<file path="config.mk">
export PLATFORM = sky130hd
export DESIGN_NAME = axi_lite_slave_regs
export DESIGN_NICKNAME = d
export VERILOG_FILES = /design/src/rtl/axi_lite_pkg.sv /design/src/rtl/axi_lite_regfile.sv /design/src/rtl/axi_lite_slave_regs.sv
export SDC_FILE = /design/constraint.sdc
export NUM_CORES = 1
export LEC_CHECK = 0
export BUFFER_PORTS_ARGS = -buffer_cell sky130_fd_sc_hd__buf_2
export CAP_MARGIN = 5
export CORE_MARGIN = 2
export CORE_UTILIZATION = 36
export DETAILED_ROUTE_END_ITERATION = 8
export SLEW_MARGIN = 25
export SYNTH_ARGS = -nofsm -noshare
export SYNTH_HDL_FRONTEND = slang
export SYNTH_SLANG_ARGS = --single-unit
</file>
<file path="constraint.sdc">
create_clock -name ACLK -period 2.1 [get_ports ACLK]
set_input_delay 0.105 -clock ACLK [delete_from_list [all_inputs] [get_ports ACLK]]
set_output_delay 0.105 -clock ACLK [all_outputs]
set_load 0.005 [all_outputs]
</file>
<file path="src/rtl/axi_lite_pkg.sv">
// rtl/axi_lite_pkg.sv - shared response codes and FSM state types for the AXI-Lite register slave
package axi_lite_pkg;

    localparam logic [1:0] RESP_OKAY   = 2'b00;
    localparam logic [1:0] RESP_SLVERR = 2'b10;

    typedef enum logic {
        WR_IDLE,
        WR_RESP
    } wr_state_e;

    typedef enum logic {
        RD_IDLE,
        RD_DATA
    } rd_state_e;

endpackage

</file>
<file path="src/rtl/axi_lite_regfile.sv">
// rtl/axi_lite_regfile.sv - register storage with AXI/user write ports and combinational read mux
module axi_lite_regfile #(
    parameter int DATA_W   = 32,
    parameter int NUM_REGS = 4,
    parameter int IDX_W    = 2
) (
    input  logic                       ACLK,
    input  logic                       ARESET,
    input  logic                       axi_we,
    input  logic [IDX_W-1:0]           axi_idx,
    input  logic [DATA_W-1:0]          axi_wdata,
    input  logic [NUM_REGS-1:0]        hw_we,
    input  logic [NUM_REGS*DATA_W-1:0] hw_wdata,
    input  logic [IDX_W-1:0]           rd_idx,
    output logic [DATA_W-1:0]          rd_data,
    output logic [NUM_REGS*DATA_W-1:0] regs
);

    logic [DATA_W-1:0] mem [NUM_REGS];

    // Storage update: an AXI write to a register shadows a same-cycle user write to it
    always_ff @(posedge ACLK) begin
        for (int i = 0; i < NUM_REGS; i++) begin
            if (ARESET) begin
                mem[i] <= '0;
            end else if (axi_we && (axi_idx == IDX_W'(i))) begin
                mem[i] <= axi_wdata;
            end else if (hw_we[i]) begin
                mem[i] <= hw_wdata[i*DATA_W +: DATA_W];
            end
        end
    end

    // Read mux: unimplemented indices read as zero
    always_comb begin
        rd_data = '0;
        for (int i = 0; i < NUM_REGS; i++) begin
            if (rd_idx == IDX_W'(i)) begin
                rd_data = mem[i];
            end
        end
    end

    genvar g;
    for (g = 0; g < NUM_REGS; g++) begin : g_export
        assign regs[g*DATA_W +: DATA_W] = mem[g];
    end

endmodule

</file>
<file path="src/rtl/axi_lite_slave_regs.sv">
// rtl/axi_lite_slave_regs.sv - AXI4-Lite slave exposing a small control/status register file
module axi_lite_slave_regs
    import axi_lite_pkg::*;
#(
    parameter int ADDR_W   = 4,
    parameter int DATA_W   = 32,
    parameter int NUM_REGS = 4
) (
    input  logic                       ACLK,
    input  logic                       ARESET,
    input  logic [ADDR_W-1:0]          AWADDR,
    input  logic                       AWVALID,
    output logic                       AWREADY,
    input  logic [DATA_W-1:0]          WDATA,
    input  logic                       WVALID,
    output logic                       WREADY,
    output logic [1:0]                 BRESP,
    output logic                       BVALID,
    input  logic                       BREADY,
    input  logic [ADDR_W-1:0]          ARADDR,
    input  logic                       ARVALID,
    output logic                       ARREADY,
    output logic [DATA_W-1:0]          RDATA,
    output logic                       RVALID,
    input  logic                       RREADY,
    output logic [1:0]                 RRESP,
    output logic [NUM_REGS*DATA_W-1:0] regs_o,
    output logic [NUM_REGS-1:0]        wr_stb_o,
    input  logic [NUM_REGS-1:0]        hw_we_i,
    input  logic [NUM_REGS*DATA_W-1:0] hw_wdata_i
);

    localparam int IDX_W = ADDR_W - 2;
    localparam int IDX_N = 2 ** IDX_W;

    wr_state_e           wr_state, wr_next;
    rd_state_e           rd_state, rd_next;
    logic                live;
    logic                aw_held, w_held;
    logic [IDX_W-1:0]    aw_idx_q;
    logic [DATA_W-1:0]   w_data_q;
    logic [1:0]          bresp_q, rresp_q;
    logic [DATA_W-1:0]   rdata_q;
    logic [NUM_REGS-1:0] wr_stb_q;
    logic [IDX_N-1:0]    idx_ok;

    logic                aw_hs, w_hs, ar_hs, wr_commit, axi_we;
    logic [IDX_W-1:0]    wr_idx, rd_idx;
    logic [DATA_W-1:0]   wr_data, rf_rdata;

    // Byte-lane bits of the addresses are don't-care: accesses are whole words
    logic unused_addr_lsbs;
    assign unused_addr_lsbs = ^{AWADDR[1:0], ARADDR[1:0]};

    // Word indices at or above NUM_REGS are unimplemented and answer SLVERR
    always_comb begin
        for (int i = 0; i < IDX_N; i++) begin
            idx_ok[i] = (i < NUM_REGS);
        end
    end

    assign AWREADY  = live && (wr_state == WR_IDLE) && !aw_held;
    assign WREADY   = live && (wr_state == WR_IDLE) && !w_held;
    assign ARREADY  = live && (rd_state == RD_IDLE);
    assign BVALID   = (wr_state == WR_RESP);
    assign RVALID   = (rd_state == RD_DATA);
    assign BRESP    = bresp_q;
    assign RRESP    = rresp_q;
    assign RDATA    = rdata_q;
    assign wr_stb_o = wr_stb_q;

    assign aw_hs     = AWVALID && AWREADY;
    assign w_hs      = WVALID && WREADY;
    assign ar_hs     = ARVALID && ARREADY;
    assign wr_idx    = aw_held ? aw_idx_q : AWADDR[ADDR_W-1:2];
    assign wr_data   = w_held ? w_data_q : WDATA;
    assign wr_commit = (wr_state == WR_IDLE) && (aw_held || aw_hs) && (w_held || w_hs);
    assign axi_we    = wr_commit && idx_ok[wr_idx];
    assign rd_idx    = ARADDR[ADDR_W-1:2];

    // Handshake readiness comes up one edge after reset is released
    always_ff @(posedge ACLK) begin
        live <= !ARESET;
    end

    // Write channel state and latched address/data; reset abandons any partial write
    always_ff @(posedge ACLK) begin
        if (ARESET) begin
            wr_state <= WR_IDLE;
            aw_held  <= 1'b0;
            w_held   <= 1'b0;
            aw_idx_q <= '0;
            w_data_q <= '0;
            bresp_q  <= RESP_OKAY;
            wr_stb_q <= '0;
        end else begin
            wr_state <= wr_next;
            wr_stb_q <= axi_we ? (NUM_REGS'(1) << wr_idx) : '0;
            if (wr_commit) begin
                aw_held <= 1'b0;
                w_held  <= 1'b0;
                bresp_q <= idx_ok[wr_idx] ? RESP_OKAY : RESP_SLVERR;
            end else begin
                if (aw_hs) begin
                    aw_held  <= 1'b1;
                    aw_idx_q <= AWADDR[ADDR_W-1:2];
                end
                if (w_hs) begin
                    w_held   <= 1'b1;
                    w_data_q <= WDATA;
                end
            end
        end
    end

    // Write next state: respond once address and data are both in hand
    always_comb begin
        wr_next = wr_state;
        unique case (wr_state)
            WR_IDLE: if (wr_commit) wr_next = WR_RESP;
            WR_RESP: if (BREADY)    wr_next = WR_IDLE;
            default: wr_next = WR_IDLE;
        endcase
    end

    // Read channel state and captured response; data is the pre-write register value
    always_ff @(posedge ACLK) begin
        if (ARESET) begin
            rd_state <= RD_IDLE;
            rdata_q  <= '0;
            rresp_q  <= RESP_OKAY;
        end else begin
            rd_state <= rd_next;
            if (ar_hs) begin
                rdata_q <= rf_rdata;
                rresp_q <= idx_ok[rd_idx] ? RESP_OKAY : RESP_SLVERR;
            end
        end
    end

    // Read next state: hold the response until the master accepts it
    always_comb begin
        rd_next = rd_state;
        unique case (rd_state)
            RD_IDLE: if (ar_hs)  rd_next = RD_DATA;
            RD_DATA: if (RREADY) rd_next = RD_IDLE;
            default: rd_next = RD_IDLE;
        endcase
    end

    axi_lite_regfile #(
        .DATA_W   (DATA_W),
        .NUM_REGS (NUM_REGS),
        .IDX_W    (IDX_W)
    ) u_regfile (
        .ACLK      (ACLK),
        .ARESET    (ARESET),
        .axi_we    (axi_we),
        .axi_idx   (wr_idx),
        .axi_wdata (wr_data),
        .hw_we     (hw_we_i),
        .hw_wdata  (hw_wdata_i),
        .rd_idx    (rd_idx),
        .rd_data   (rf_rdata),
        .regs      (regs_o)
    );

endmodule

</file>
* Word level (Yosys, flattened, before mapping)
Memory sizes are Yosys's and may differ from the RTL's.
Cells that the tools add are included.
** Operators by class
- Divide/modulo/power cells :: 0
- Multipliers :: 0
- Equal/unequal tests :: 6
- Add/subtract/negate cells :: 0
- Multiplexer cells :: 56
- Shifts and indexed selects :: 1
- Order comparisons :: 2
- Reduce and logical (&&, ||, !) cells :: 25
- Bitwise logic cells :: 12
** Operators with widths (count)
- 32-bit two-way mux :: 13
- 1-bit two-way mux :: 36
- 1-bit logical AND :: 14
- 2-bit equality test (second input constant) :: 4
- 1-bit bitwise OR :: 8
- 2-bit by 3-bit less-than comparator with 1-bit output (second input constant) :: 2
- 2-bit two-way mux :: 3
- 1-bit binary-select mux with 2-bit select :: 2
- 2-bit by 1-bit equality test with 1-bit output (second input constant) :: 2
- 2-bit logical NOT :: 2
- 1-bit NOT :: 4
- 1-bit case mux with 2 select lines :: 2
- 2-bit AND reduction :: 2
- 2-bit OR reduction :: 2
- 1-bit by 2-bit << shifter with 4-bit output (first input constant) :: 1
- 1-bit logical NOT :: 3
- 1-bit logical OR :: 2
** Word-level totals
- Latch bits :: 0
- Memory bits (read-only) :: 0
- Bits in writable memories :: 128
- Input port bits :: 179
- Memories :: 1
- Register bits :: 79
** Memories
- u_regfile.mem :: words 4, bits a word 32, read ports 4, clocked after Yosys merged registers in 0, wr ports 4, RTL line axi_lite_regfile.sv:19 : logic [DATA_W-1:0] mem [NUM_REGS];

* Depth between registers and ports, before layout
- Depth after elaboration :: 14
- Mapped depth :: 6
- Gate-level depth less buffers :: 3

* Hierarchy
A second synthesis with hierarchy kept.
** Second synthesis, totals
- Cell total of the unflattened synthesis :: 793
- Area total of the unflattened synthesis :: 9933.3 µm²
** By module, submodules not included
- axi_lite_regfile :: cells an instance 423, area each 6672.6 µm², sequential area each 3843.7 µm², times used 1
- axi_lite_slave_regs :: cells an instance 370, area each 3260.6 µm², sequential area each 1501.4 µm², times used 1

* Worst setup path after synthesis
OpenSTA, ideal clock, no wires.
- Path type :: register to register
- Start :: register live
- End :: memory u_regfile.mem[0][0], enable pin
- Arrival time :: 1.865 ns
- Path buffers :: 2
- Stages on the path, launching flop included :: 6
- Slack :: -0.154 ns
- Cells stage by stage :: dfxtp_1 -> buf_4 -> a21o_1 -> o2111ai_4 -> buf_6 -> nand2_1
** RTL lines
- start: declaration :: RTL line axi_lite_slave_regs.sv:38 : logic live;
- start signal: assignment :: RTL line axi_lite_slave_regs.sv:83 : live <= !ARESET;
- end: declaration :: RTL line axi_lite_regfile.sv:19

* Worst setup path after layout
- Start :: register live
- End :: register aw_held
** Between the ends
- Cells in the longest elaborated chain, start to end :: 7
** Ends and longest elaborated chain
- 1-bit logical AND * :: RTL line axi_lite_slave_regs.sv:62, axi_lite_slave_regs.sv:63
- 1-bit logical AND :: RTL line axi_lite_slave_regs.sv:62 : assign AWREADY = live && (wr_state == WR_IDLE) && !aw_held;
- 1-bit logical AND :: RTL line axi_lite_slave_regs.sv:72 : assign aw_hs = AWVALID && AWREADY;
- 1-bit logical OR :: RTL line axi_lite_slave_regs.sv:77 : assign wr_commit = (wr_state == WR_IDLE) && (aw_held || aw_hs) && (w_held || w_hs);
- 1-bit logical AND (2 in a row) :: RTL line axi_lite_slave_regs.sv:77
- 2-bit OR reduction (no source line)
- end signal: assignment :: RTL line axi_lite_slave_regs.sv:90 : aw_held <= 1'b0;
- end signal: assignment :: RTL line axi_lite_slave_regs.sv:100 : aw_held <= 1'b0;
- end signal: assignment :: RTL line axi_lite_slave_regs.sv:105 : aw_held <= 1'b1;
- end: declaration :: RTL line axi_lite_slave_regs.sv:39 : logic aw_held, w_held;
Every way passes the cells marked *; elsewhere a longest branch is shown, timed or not.
A chain may end at the register's enable or synchronous reset.

==> key figures <==
Logic synthesis
  – Syn_area_per_cell: 11.45 um^2
  – Mux contribution to synthesized area: 0.2328
  – Post-Synth XOR/XNOR Area: 0
  – Post-Synth Simple-Gate Area: 0.1253
  – Largest family of logic cells by synthesized area: multiplexers
  – Synth Flop Type: edfxtp_1
  – Yosys warning count: 0
  – Synth unique cells: 34
  – FFs w/ async S/R, synth: 0
  – Compound-gate portion of the synthesized area: 0.06744
  – FF+latch count, synth: 203
  – Synthesized instance count: 886
  – Synthesized area: 10,150 um^2
  – Post-synth EDFFs: 128
  – Synth Area in Adders: 0
  – Sequential fraction of the synthesis area: 0.5267

Route
  – Drt wl/cell: 21.37 um
  – DRC: 0
  – Wirelength, routed: 38,160 um
  – Iter 0 DRT Violations: 590
  – Drt first pass iters: 5
  – Post-route ant nets: 0
  – Vias after detailed routing: 9,260
  – DR vias/cell: 5.185

Layout
  – Fraction of layout cells with a size suffix above 1: 0.3348
  – Area Growth Syn to Fin: 45.88%
  – Commonest non-fill, non-tap cell in the layout: buf_2
  – Fin nets: 1,565
  – Fill cells: 2,485
  – Post-Layout Cell Count: 1,786
  – Most frequent cells in the layout: 342 x buf_2, 225 x nand2_1, 168 x dlygate4sd3_1

Place
  – Hpwl dp: 24,850 um
  – Placed Cells incl. Taps: 1,569
  – I/O Buffers: 343
  – Routability Congestion: 0.7963

Outcome
  – Status: finished clean

Setup path
  – Worst setup EP type: flop
  – CP required: 2.50 ns
  – Critical path launch point type: flop
  – Setup CP Type: flop to flop
  – Critical Path AT: 2.39 ns
  – Max FO, Critical Path: 7

Clock tree
  – Postcts setup bufs: 0
  – Clk sinks: 203
  – Clk Latency, worst-skew pair: 0.52 ns
  – Resized cells post-CTS: 0
  – Clk slew on worst S/H paths: 0.06 ns
  – Num CTS Buffers: 24
  – Clock tree from TritonCTS: built
  – CTS Buffer Depth: 3
  – Root buf cell: clkbuf_16
  – H-Tree Level Count: 1

Timing
  – Max-slew headroom: 0.4592
  – Clock Skew: 0.01122 ns
  – Min Tclk post-route: 1.990 ns
  – Post-Route Setup TNS: 0 ns
  – F_max: 0.5026 GHz
  – Unrepaired setup endpoints after global routing: no
  – Fin crit share: 0.9474
  – Setup violators final: 0
  – Slew @ Worst Pin: 0.8112 ns
  – Final Max Tran Viols: 0
  – Final Hold Fails: 0

Floorplan
  – Initial Utilization: 0.3653
  – Num ports: 352
  – Die ar.: 29,550 um^2
  – Core ar.: 27,780 um^2
  – Die Height: 171.9 um
  – Core Rows: 61
  – Die Wd: 171.9 um

Power
  – Worst vdd ir: 0.5178 mV
  – Leakage Power: 7.091 nW
  – PwrDens: 704.3 nW/um^2

GRT
  – Total grt overflow: 0
  – Largest net degree at the start of global routing: 35
  – Vias in the first global route: 9,467
  – Gr usage total: 0.2475
  – Initial antenna violation count: 5
  – Global-route wire length before repair: 54,560 um

Min path
  – Min-delay worst type: input pin to flop

Run
  – Max cap viols: 0
critical path, stage by stage, from the launching register on:
cell and delay [ns]:
dfxtp_1 0.47, a21o_1 0.38, and3_1 0.39, nor3_1 0.09, dlygate4sd3_1 0.56
worst paths after layout:
kind | start | endpoint | slack, ns | cells past startpoint
setup / recovery | live | aw_held | 0.11 | 4
hold / removal | hw_wdata_i[0] | u_regfile.mem[0][0] | 0.03 | 3
setup reg to reg | live | aw_held | 0.11 | 4
hold reg to reg | RDATA[15] | RDATA[15] | 0.45 | 2
logic make-up after synthesis:
group	count (synthesis)
flip-flops	203
AO/OA/AOI/OAI	114
multiplexers	192
buffers and inverters	81
other	1
AND/OR/NAND/NOR	295
per-layer routing:
metal	routed length, um	up-vias	track usage
met5	11	-	0
met4	991	2	0.07892
met3	3001	87	0.04715
met2	18690	432	0.4219
met1	15460	4550	0.3182
li1	-	4189	-
registers in the layout (all words and copies together), names as in the netlist:
signal and cells:
u_regfile.mem 128, RDATA 32, w_data_q 32, wr_stb_o 4, aw_idx_q 2, BVALID 1
RVALID 1, aw_held 1, live 1, w_held 1
repair_timing:
item	in CTS	in global routing
hold endpoints to repair	168	0
setup endpoints to repair	0	0
hold buffers	168	0
power by group:
part	switching (mW)	total (mW)	leakage, nW	internal (mW)
logic	0.892	1.75	4.71	0.862
clock network	1.67	4.00	0.357	2.34
registers	0.151	4.67	2.02	4.52
Yosys cell counts, types with 2 or more instances:
library cell	count	area [um^2]
a21oi_1	69	345.3
and3_1	2	12.51
and3b_1	4	35.03
buf_1	6	22.52
buf_2	7	35.03
buf_4	11	82.58
buf_6	17	191.4
clkbuf_1	38	142.6
dfxtp_1	75	1501
edfxtp_1	128	3844
inv_2	2	7.510
mux2_1	32	360.4
mux2i_1	128	1281
mux4_2	32	720.7
nand2_1	229	859.6
nand2b_1	3	18.77
nand3_1	32	160.2
nand4b_1	2	17.52
nor2_1	7	26.28
nor2b_1	7	43.79
nor3_1	2	10.01
nor3b_2	2	25.02
o2111ai_4	4	105.1
o211a_1	4	40.04
o21ai_1	34	170.2
through the flow:
stage	setup slack [ns]	util	hold WS (ns)	area (um^2)	power (mW)
2_1_floorplan	0.1531	-	0.2527	10170	5.485
3_3_place_gp	0.2191	0.4428	0.3660	12300	6.198
3_5_place_dp	0.2164	0.4445	0.3733	12350	6.233
4_1_cts	0.1281	0.5318	0.01315	14770	10.49
5_1_grt	0.02276	0.5327	0.003617	14800	10.83
6_report	0.1104	0.5329	0.02945	14800	10.43
final cells by class:
type	count	area [um^2]	share of cell area
timing repair buffer	550	3839	0.2593
multi-input combinational	605	4384	0.2961
inverter	2	7.507	0.0005071
antenna	4	10.01	0.0006761
sequential	203	5346	0.3611
tap	378	473.0	0.03195
clock buffer	34	669.4	0.04522
clock inverter	10	75.07	0.005071
Note: power is estimated with default switching activity, not from simulation.
